--- src/rtl/mem_pkg.sv ---
// Shared types for the data_mem_sync slice: access size encodings, the
// controller FSM states, the captured request payload and a size helper.
package mem_pkg;

  typedef enum logic [1:0] {
    SZ_BYTE = 2'b00,
    SZ_HALF = 2'b01,
    SZ_WORD = 2'b10,
    SZ_RSVD = 2'b11
  } size_e;

  typedef enum logic [1:0] {
    IDLE = 2'b00,
    WAIT = 2'b01,
    RESP = 2'b10
  } state_e;

  // Request fields captured at accept; held stable for the whole access.
  typedef struct packed {
    logic        we;
    logic [31:0] addr;
    size_e       size;
    logic        sgn;
    logic [31:0] wdata;
  } req_t;

  // Number of bytes touched by an access; 0 marks the reserved encoding.
  function automatic logic [2:0] size_bytes(input size_e size);
    case (size)
      SZ_BYTE: size_bytes = 3'd1;
      SZ_HALF: size_bytes = 3'd2;
      SZ_WORD: size_bytes = 3'd4;
      default: size_bytes = 3'd0;
    endcase
  endfunction

endpackage

--- src/rtl/mem_lane_fmt.sv ---
// Byte-lane formatter for the big-endian data memory.
// Lane i is the byte at (aligned word base + i); lane 0 is the MSB of rword.
//   rword   : the four bytes of the aligned word holding the access
//   size    : access size
//   offset  : address bits [1:0]
//   sgn     : sign-extend byte/half reads
//   wdata   : right-justified write data
//   rdata_c : extended read data
//   wen_c   : per-lane write enables
//   wbyte_c : per-lane write bytes
module mem_lane_fmt
  import mem_pkg::*;
(
  input  logic [31:0]     rword,
  input  size_e           size,
  input  logic [1:0]      offset,
  input  logic            sgn,
  input  logic [31:0]     wdata,
  output logic [31:0]     rdata_c,
  output logic [3:0]      wen_c,
  output logic [3:0][7:0] wbyte_c
);

  logic [7:0]  rbyte;
  logic [15:0] rhalf;

  // Read lane selection and extension.
  always_comb begin
    rdata_c = '0;
    case (offset)
      2'd0:    rbyte = rword[31:24];
      2'd1:    rbyte = rword[23:16];
      2'd2:    rbyte = rword[15:8];
      default: rbyte = rword[7:0];
    endcase
    rhalf = offset[1] ? rword[15:0] : rword[31:16];
    case (size)
      SZ_BYTE: rdata_c = {{24{sgn & rbyte[7]}}, rbyte};
      SZ_HALF: rdata_c = {{16{sgn & rhalf[15]}}, rhalf};
      SZ_WORD: rdata_c = rword;
      default: rdata_c = '0;
    endcase
  end

  // Write lane steering: the most significant data byte lands at the lowest address.
  always_comb begin
    wen_c   = '0;
    wbyte_c = '0;
    case (size)
      SZ_BYTE: begin
        wen_c[offset] = 1'b1;
        wbyte_c       = {4{wdata[7:0]}};
      end
      SZ_HALF: begin
        wen_c   = offset[1] ? 4'b1100 : 4'b0011;
        wbyte_c = {wdata[7:0], wdata[15:8], wdata[7:0], wdata[15:8]};
      end
      SZ_WORD: begin
        wen_c   = 4'b1111;
        wbyte_c = {wdata[7:0], wdata[15:8], wdata[23:16], wdata[31:24]};
      end
      default: begin
        wen_c   = '0;
        wbyte_c = '0;
      end
    endcase
  end

endmodule

--- src/rtl/data_mem_sync.sv ---
// Clocked byte-addressed big-endian data memory with valid/ready request,
// programmable wait states and a one-cycle response pulse.
//   clk, rst_n          : clock, async active-low reset
//   req_valid/req_ready : request handshake
//   req_we, req_addr, req_size, req_signed, req_wdata : request payload
//   rsp_valid           : one-cycle response pulse
//   rsp_rdata, rsp_err  : read data (0 on writes/errors) and error flag
module data_mem_sync
  import mem_pkg::*;
#(
  parameter int unsigned DEPTH       = 256,
  parameter int unsigned WAIT_STATES = 0,
  parameter string       INIT_FILE   = ""
) (
  input  logic        clk,
  input  logic        rst_n,
  input  logic        req_valid,
  output logic        req_ready,
  input  logic        req_we,
  input  logic [31:0] req_addr,
  input  logic [1:0]  req_size,
  input  logic        req_signed,
  input  logic [31:0] req_wdata,
  output logic        rsp_valid,
  output logic [31:0] rsp_rdata,
  output logic        rsp_err
);

  localparam int unsigned AW    = $clog2(DEPTH);
  localparam int unsigned CNT_W = 4;
  localparam logic [CNT_W-1:0] CNT_LOAD =
    (WAIT_STATES > 0) ? CNT_W'(WAIT_STATES - 1) : '0;

  logic [7:0] mem [DEPTH];

  state_e          state, state_nxt;
  logic [CNT_W-1:0] cnt, cnt_nxt;
  logic            accept_c, fire_c;
  req_t            req_q;

  logic [AW-1:0]   base;
  logic [31:0]     rword;
  logic [32:0]     end_c;
  logic            err_c;
  logic [31:0]     rdata_c;
  logic [3:0]      wen_c;
  logic [3:0][7:0] wbyte_c;

  // Next-state logic; fire_c marks the cycle whose closing edge commits the access.
  always_comb begin
    state_nxt = state;
    cnt_nxt   = cnt;
    accept_c  = 1'b0;
    fire_c    = 1'b0;
    case (state)
      IDLE: begin
        if (req_valid) begin
          accept_c  = 1'b1;
          cnt_nxt   = CNT_LOAD;
          state_nxt = (WAIT_STATES > 0) ? WAIT : RESP;
        end
      end
      WAIT: begin
        if (cnt == '0) state_nxt = RESP;
        else           cnt_nxt   = cnt - 4'd1;
      end
      RESP: begin
        fire_c    = 1'b1;
        state_nxt = IDLE;
      end
      default: state_nxt = IDLE;
    endcase
  end

  // FSM state, wait counter and request capture.
  always_ff @(posedge clk or negedge rst_n) begin
    if (!rst_n) begin
      state     <= IDLE;
      cnt       <= '0;
      req_ready <= 1'b1;
      req_q     <= '0;
    end else begin
      state     <= state_nxt;
      cnt       <= cnt_nxt;
      req_ready <= (state_nxt == IDLE);
      if (accept_c) begin
        req_q.we    <= req_we;
        req_q.addr  <= req_addr;
        req_q.size  <= size_e'(req_size);
        req_q.sgn   <= req_signed;
        req_q.wdata <= req_wdata;
      end
    end
  end

  // Full 33-bit end address so high address bits can never alias into range.
  assign end_c = 33'(req_q.addr) + 33'(size_bytes(req_q.size));
  assign err_c = (req_q.size == SZ_RSVD)
               | ((req_q.size == SZ_HALF) & req_q.addr[0])
               | ((req_q.size == SZ_WORD) & (req_q.addr[1:0] != 2'b00))
               | (end_c > 33'(DEPTH));

  // Aligned accesses never cross a word, so the aligned word covers every lane.
  assign base  = {req_q.addr[AW-1:2], 2'b00};
  assign rword = {mem[base], mem[base | AW'(1)], mem[base | AW'(2)], mem[base | AW'(3)]};

  mem_lane_fmt u_lane_fmt (
    .rword   (rword),
    .size    (req_q.size),
    .offset  (req_q.addr[1:0]),
    .sgn     (req_q.sgn),
    .wdata   (req_q.wdata),
    .rdata_c (rdata_c),
    .wen_c   (wen_c),
    .wbyte_c (wbyte_c)
  );

  // Storage array: not reset, written only on a clean write leaving RESP.
  always_ff @(posedge clk) begin
    if (fire_c && req_q.we && !err_c) begin
      for (int i = 0; i < 4; i++) begin
        if (wen_c[i]) mem[base | AW'(i)] <= wbyte_c[i];
      end
    end
  end

  // Response registers.
  always_ff @(posedge clk or negedge rst_n) begin
    if (!rst_n) begin
      rsp_valid <= 1'b0;
      rsp_rdata <= '0;
      rsp_err   <= 1'b0;
    end else begin
      rsp_valid <= fire_c;
      if (fire_c) begin
        rsp_err   <= err_c;
        rsp_rdata <= (req_q.we || err_c) ? '0 : rdata_c;
      end
    end
  end

endmodule
--- config.mk ---
export PLATFORM = sky130hd
export DESIGN_NAME = data_mem_sync
export DESIGN_NICKNAME = d
export VERILOG_FILES = /design/src/rtl/mem_pkg.sv /design/src/rtl/mem_lane_fmt.sv /design/src/rtl/data_mem_sync.sv
export SDC_FILE = /design/constraint.sdc
export NUM_CORES = 2
export LEC_CHECK = 0
export ABC_AREA = 1
export BUFFER_PORTS_ARGS = -buffer_cell sky130_fd_sc_hd__buf_2
export CAP_MARGIN = 20
export CORE_ASPECT_RATIO = 0.75
export CORE_MARGIN = 1.5
export CORE_UTILIZATION = 55
export DETAILED_ROUTE_END_ITERATION = 16
export HOLD_SLACK_MARGIN = 0.15
export PLACE_DENSITY = 0.71
export SETUP_SLACK_MARGIN = 0.2
export SLEW_MARGIN = 10
export SYNTH_ARGS = -nofsm -noshare
export SYNTH_HDL_FRONTEND = slang
export SYNTH_HIERARCHICAL = 1
export SYNTH_SLANG_ARGS = --single-unit
export TNS_END_PERCENT = 50
--- constraint.sdc ---
create_clock -name clk -period 5.5 [get_ports clk]
set_input_delay 0.55 -clock clk [delete_from_list [all_inputs] [get_ports clk]]
set_output_delay 0.55 -clock clk [all_outputs]
set_load 0.1 [all_outputs]
==> impl_metrics.yaml <==
run_status:
  outcome: "finished clean"
logic_synthesis:
  synth_ff_type: "edfxtp_1"
  syn_area_per_cell_um2: 13.5
  syn_area_mm2: 0.0834
  synth_cell_types: 47
  ys_seq_elements: 2157
  async_flop_share: 0.0505
  ys_seq_area_frac: 0.771
  yosys_warnings: 6
  syn_nets: 6239
  synth_edf_count: 2048
  postSynthCellCount: 6162
timing:
  setup_viol: 0
  relSlewSlack: 0.215
  fin_setup_tns_ps: 0
  finalHoldWorstSlack_ps: 276
  clock-skew-final_ps: 29.8
  rsz0062_at_grt: "false"
  final-hold-violation-count: 0
  post-route-period-util: 0.847
  slew_violations: 0
  setup_slack_ps: 841
  worst_pin_slew_ps: 1170
  max_freq_mhz: 215
  fin_crit_ps: 4660
route:
  route.vias.total: 54500
  drt_iter0_markers: 9542
  ant_nets: 0
  wl_per_cell_um: 30.4
  first_pass_iters: 6
  viasPerCell: 6.42
  drc: 0
  routed_wl_um: 258000
cts:
  clkLatencyLatePin_ps: 840
  root_buffer: "clkbuf_16"
  clk_pin_slew_ps: 60
  cts_setup_buffers: 0
  numCtsBuffers: 187
  clock_path_buffers: 3
  cts_tree: "yes"
  h-tree-depth: 4
  clkSinkCount: 2157
  post_cts_resized: 0
setup_path:
  reg2reg_depth: 17
  path_class: "reg -> reg"
  worst_setup_path_end_kind: "register"
  cp_slowest_cell: "nor2_1"
  crit_path_start_kind: "register"
  r2r-end: "mem[10][15]"
  critPathMaxFanout: 64
  cp.required_ps: 5960
  arrival_ps: 5120
  crit_start: "req_q[33]"
  r2r_setup_slack_ps: 840
  cpPeakStageDelay_ps: 740
  rr_startpoint: "req_q[33]"
  cp_cell_sequence: "nor2_1 > ha_1 > fa_1 > nand2_1 > nand2_1 > nand2_4 > nor2_4 > nand4_1 > nand2_1 > nor2_1 > nand2_1 > nor2_1 > nand3_2 > nor2_8 > nand3_4 > buf_4 > nor2_1"
global_route:
  grt_use_met2: 0.458
  grt_busiest_layer: "met1"
  grt_overflow_total: 0
  antenna_found_initial: 12
  use_met1: 0.467
  grt_start_max_net_pins: 119
  grt_pass1_wl_um: 366000
  grt_usage: 0.334
  grt_util_met3: 0.134
  grt_pass1_vias: 51400
worst_hold_path:
  hp-class: "in -> async"
cells_and_area:
  final_cell_mix: "2,048 x edfxtp_1, 1,880 x nand2_1, 399 x nor2_1"
  drive_gt1_frac: 0.0901
  area_growth_pct: 11.7
  final_common_cell: "edfxtp_1"
  stdcell_count: 8490
  fin_nets: 6402
placement:
  dp_hpwl_um: 158000
  place_ws_ps: 959
  portBuffers: 105
  dpl.cell_count: 8065
  gp_congestion: 0.973
power:
  combPwrFrac: 0.129
  leakage_nw: 32.0
  clock_power_share: 0.354
  intPower_mw: 26.8
  seq_power_share: 0.516
  power.switching_mw: 9.77
  vdd_drop_max_v: 0.000321
  swShare: 0.267
  power_mw: 36.5
  power_density_mw_per_mm2: 392
die:
  initial_core_util: 0.555
  die_w_um: 453
  die_h_um: 340
  rows: 123
  die-area_mm2: 0.154
  io_pins: 106
  core-area_mm2: 0.150
flow_run:
  max_cap_violations: 0
-- routing by layer --
layer | part of all wire | wire [um]
met1 | 0.36 | 93400
met2 | 0.42 | 108000
met3 | 0.17 | 43300
met4 | 0.051 | 13300
met5 | 0.00040 | 102
-- worst max-delay path: cells and delay by family (launching register included) --
kind,cells,cell delay [ps]
flip-flops,1,540
AND/OR/NAND/NOR,14,2510
adder cells (fa/ha/maj),2,710
buffers and inverters,1,410
-- worst max path at each step --
| stage | end | slack, ps | depth (start not counted) |
|---|---|---|---|
| 3_3_place_gp | mem[39][3] | 1070 | 19 |
| 5_1_grt | mem[46][16] | 550 | 19 |
| 2_1_floorplan | mem[0][10] | 1620 | 2 |
| 3_5_place_dp | mem[1][9] | 960 | 17 |
| 6_report | mem[10][15] | 840 | 17 |
| 4_1_cts | mem[1][9] | 940 | 17 |
-- registers in the layout (all words and copies together), names as in the netlist --
| name | flops |
|---|---|
| rsp_valid | 1 |
| rsp_err | 1 |
| base | 6 |
| cnt | 4 |
| state | 2 |
| mem | 2048 |
| req_q | 62 |
| req_ready | 1 |
| rsp_rdata | 32 |
-- stage by stage --
stage	cell area [um2]	util
after floorplan	83400	-
after global placement	86400	0.575
after detailed placement	86500	0.576
after CTS	93100	0.620
after global routing	93100	0.620
final	93100	0.620
-- power by group through the flow --
stage | clock (mW) | combinational [mW] | sequential [mW]
after global routing | 13.6 | 4.87 | 18.9
after floorplan | 0 | 2.24 | 19.2
final | 12.9 | 4.72 | 18.9
after detailed placement | 0 | 4.49 | 19.2
after global placement | 0 | 4.46 | 19.2
after CTS | 12.9 | 4.54 | 18.9
-- what timing repair did --
item | in CTS | in global routing
hold buffers | 69 | 1
endpoints found under the setup margin | 0 | 0
hold endpoints to repair | 111 | 1
-- logic make-up (layout without fill, tap and decap cells) --
group,count (synthesis),after routing,share of synthesized area
XOR/XNOR,6,6,0.000630
AND/OR/NAND/NOR,2751,2751,0.137
flip-flops,2157,2157,0.771
buffers and inverters,518,836,0.0266
other,0,10,0
AO/OA/AOI/OAI,724,724,0.0638
adder cells (fa/ha/maj),6,6,0.000991
-- synth_stat cells, types with 2 or more instances --
cell type  instances  area, um2
nor2_1           412       1550
edfxtp_1        2048      61500
clkbuf_1         212        796
nand3_1          126        631
nor3_1            11       55.1
o21ai_0          110        551
nand3_2            6       60.1
clkinv_1           2       7.51
a221oi_1         168       1470
o2bb2ai_1         33        289
a22oi_1          295       2210
inv_2              7       26.3
buf_6             27        304
xor2_1             5       43.8
buf_4              4       30.0
nand2_4            3       33.8
dfrtp_1          108       2700
o211ai_1           2       15.0
a211oi_1           2       15.0
o21bai_1           2       15.0
nand2_1         1880       7060
o31ai_1            2       15.0
buf_2             46        230
nor2_4             8       90.1
nand2_2            2       12.5
a21oi_1           59        295
a22o_1            41        359
nor2_2             4       25.0
inv_1            186        698
and3_1            22        138
ha_1               5       62.6
o21ai_1            3       15.0
o2111ai_1          3       26.3
nand3_4            4       70.1
nand3b_1           2       15.0
nand4_1          267       1670
a21boi_0           2       15.0
buf_1             34        128
-- layout make-up --
type                            count  area, um2
Sequential cell                  2157      64200
Fill cell                       11100      57100
Multi-Input combinational cell   3487      17300
Clock buffer                      227       4960
Tap cell                         2000       2500
Timing Repair Buffer              297       2400
Clock inverter                    117        935
Inverter                          195        777
Antenna cell                       10       25.0
Note: power is estimated with default switching activity, not from simulation.
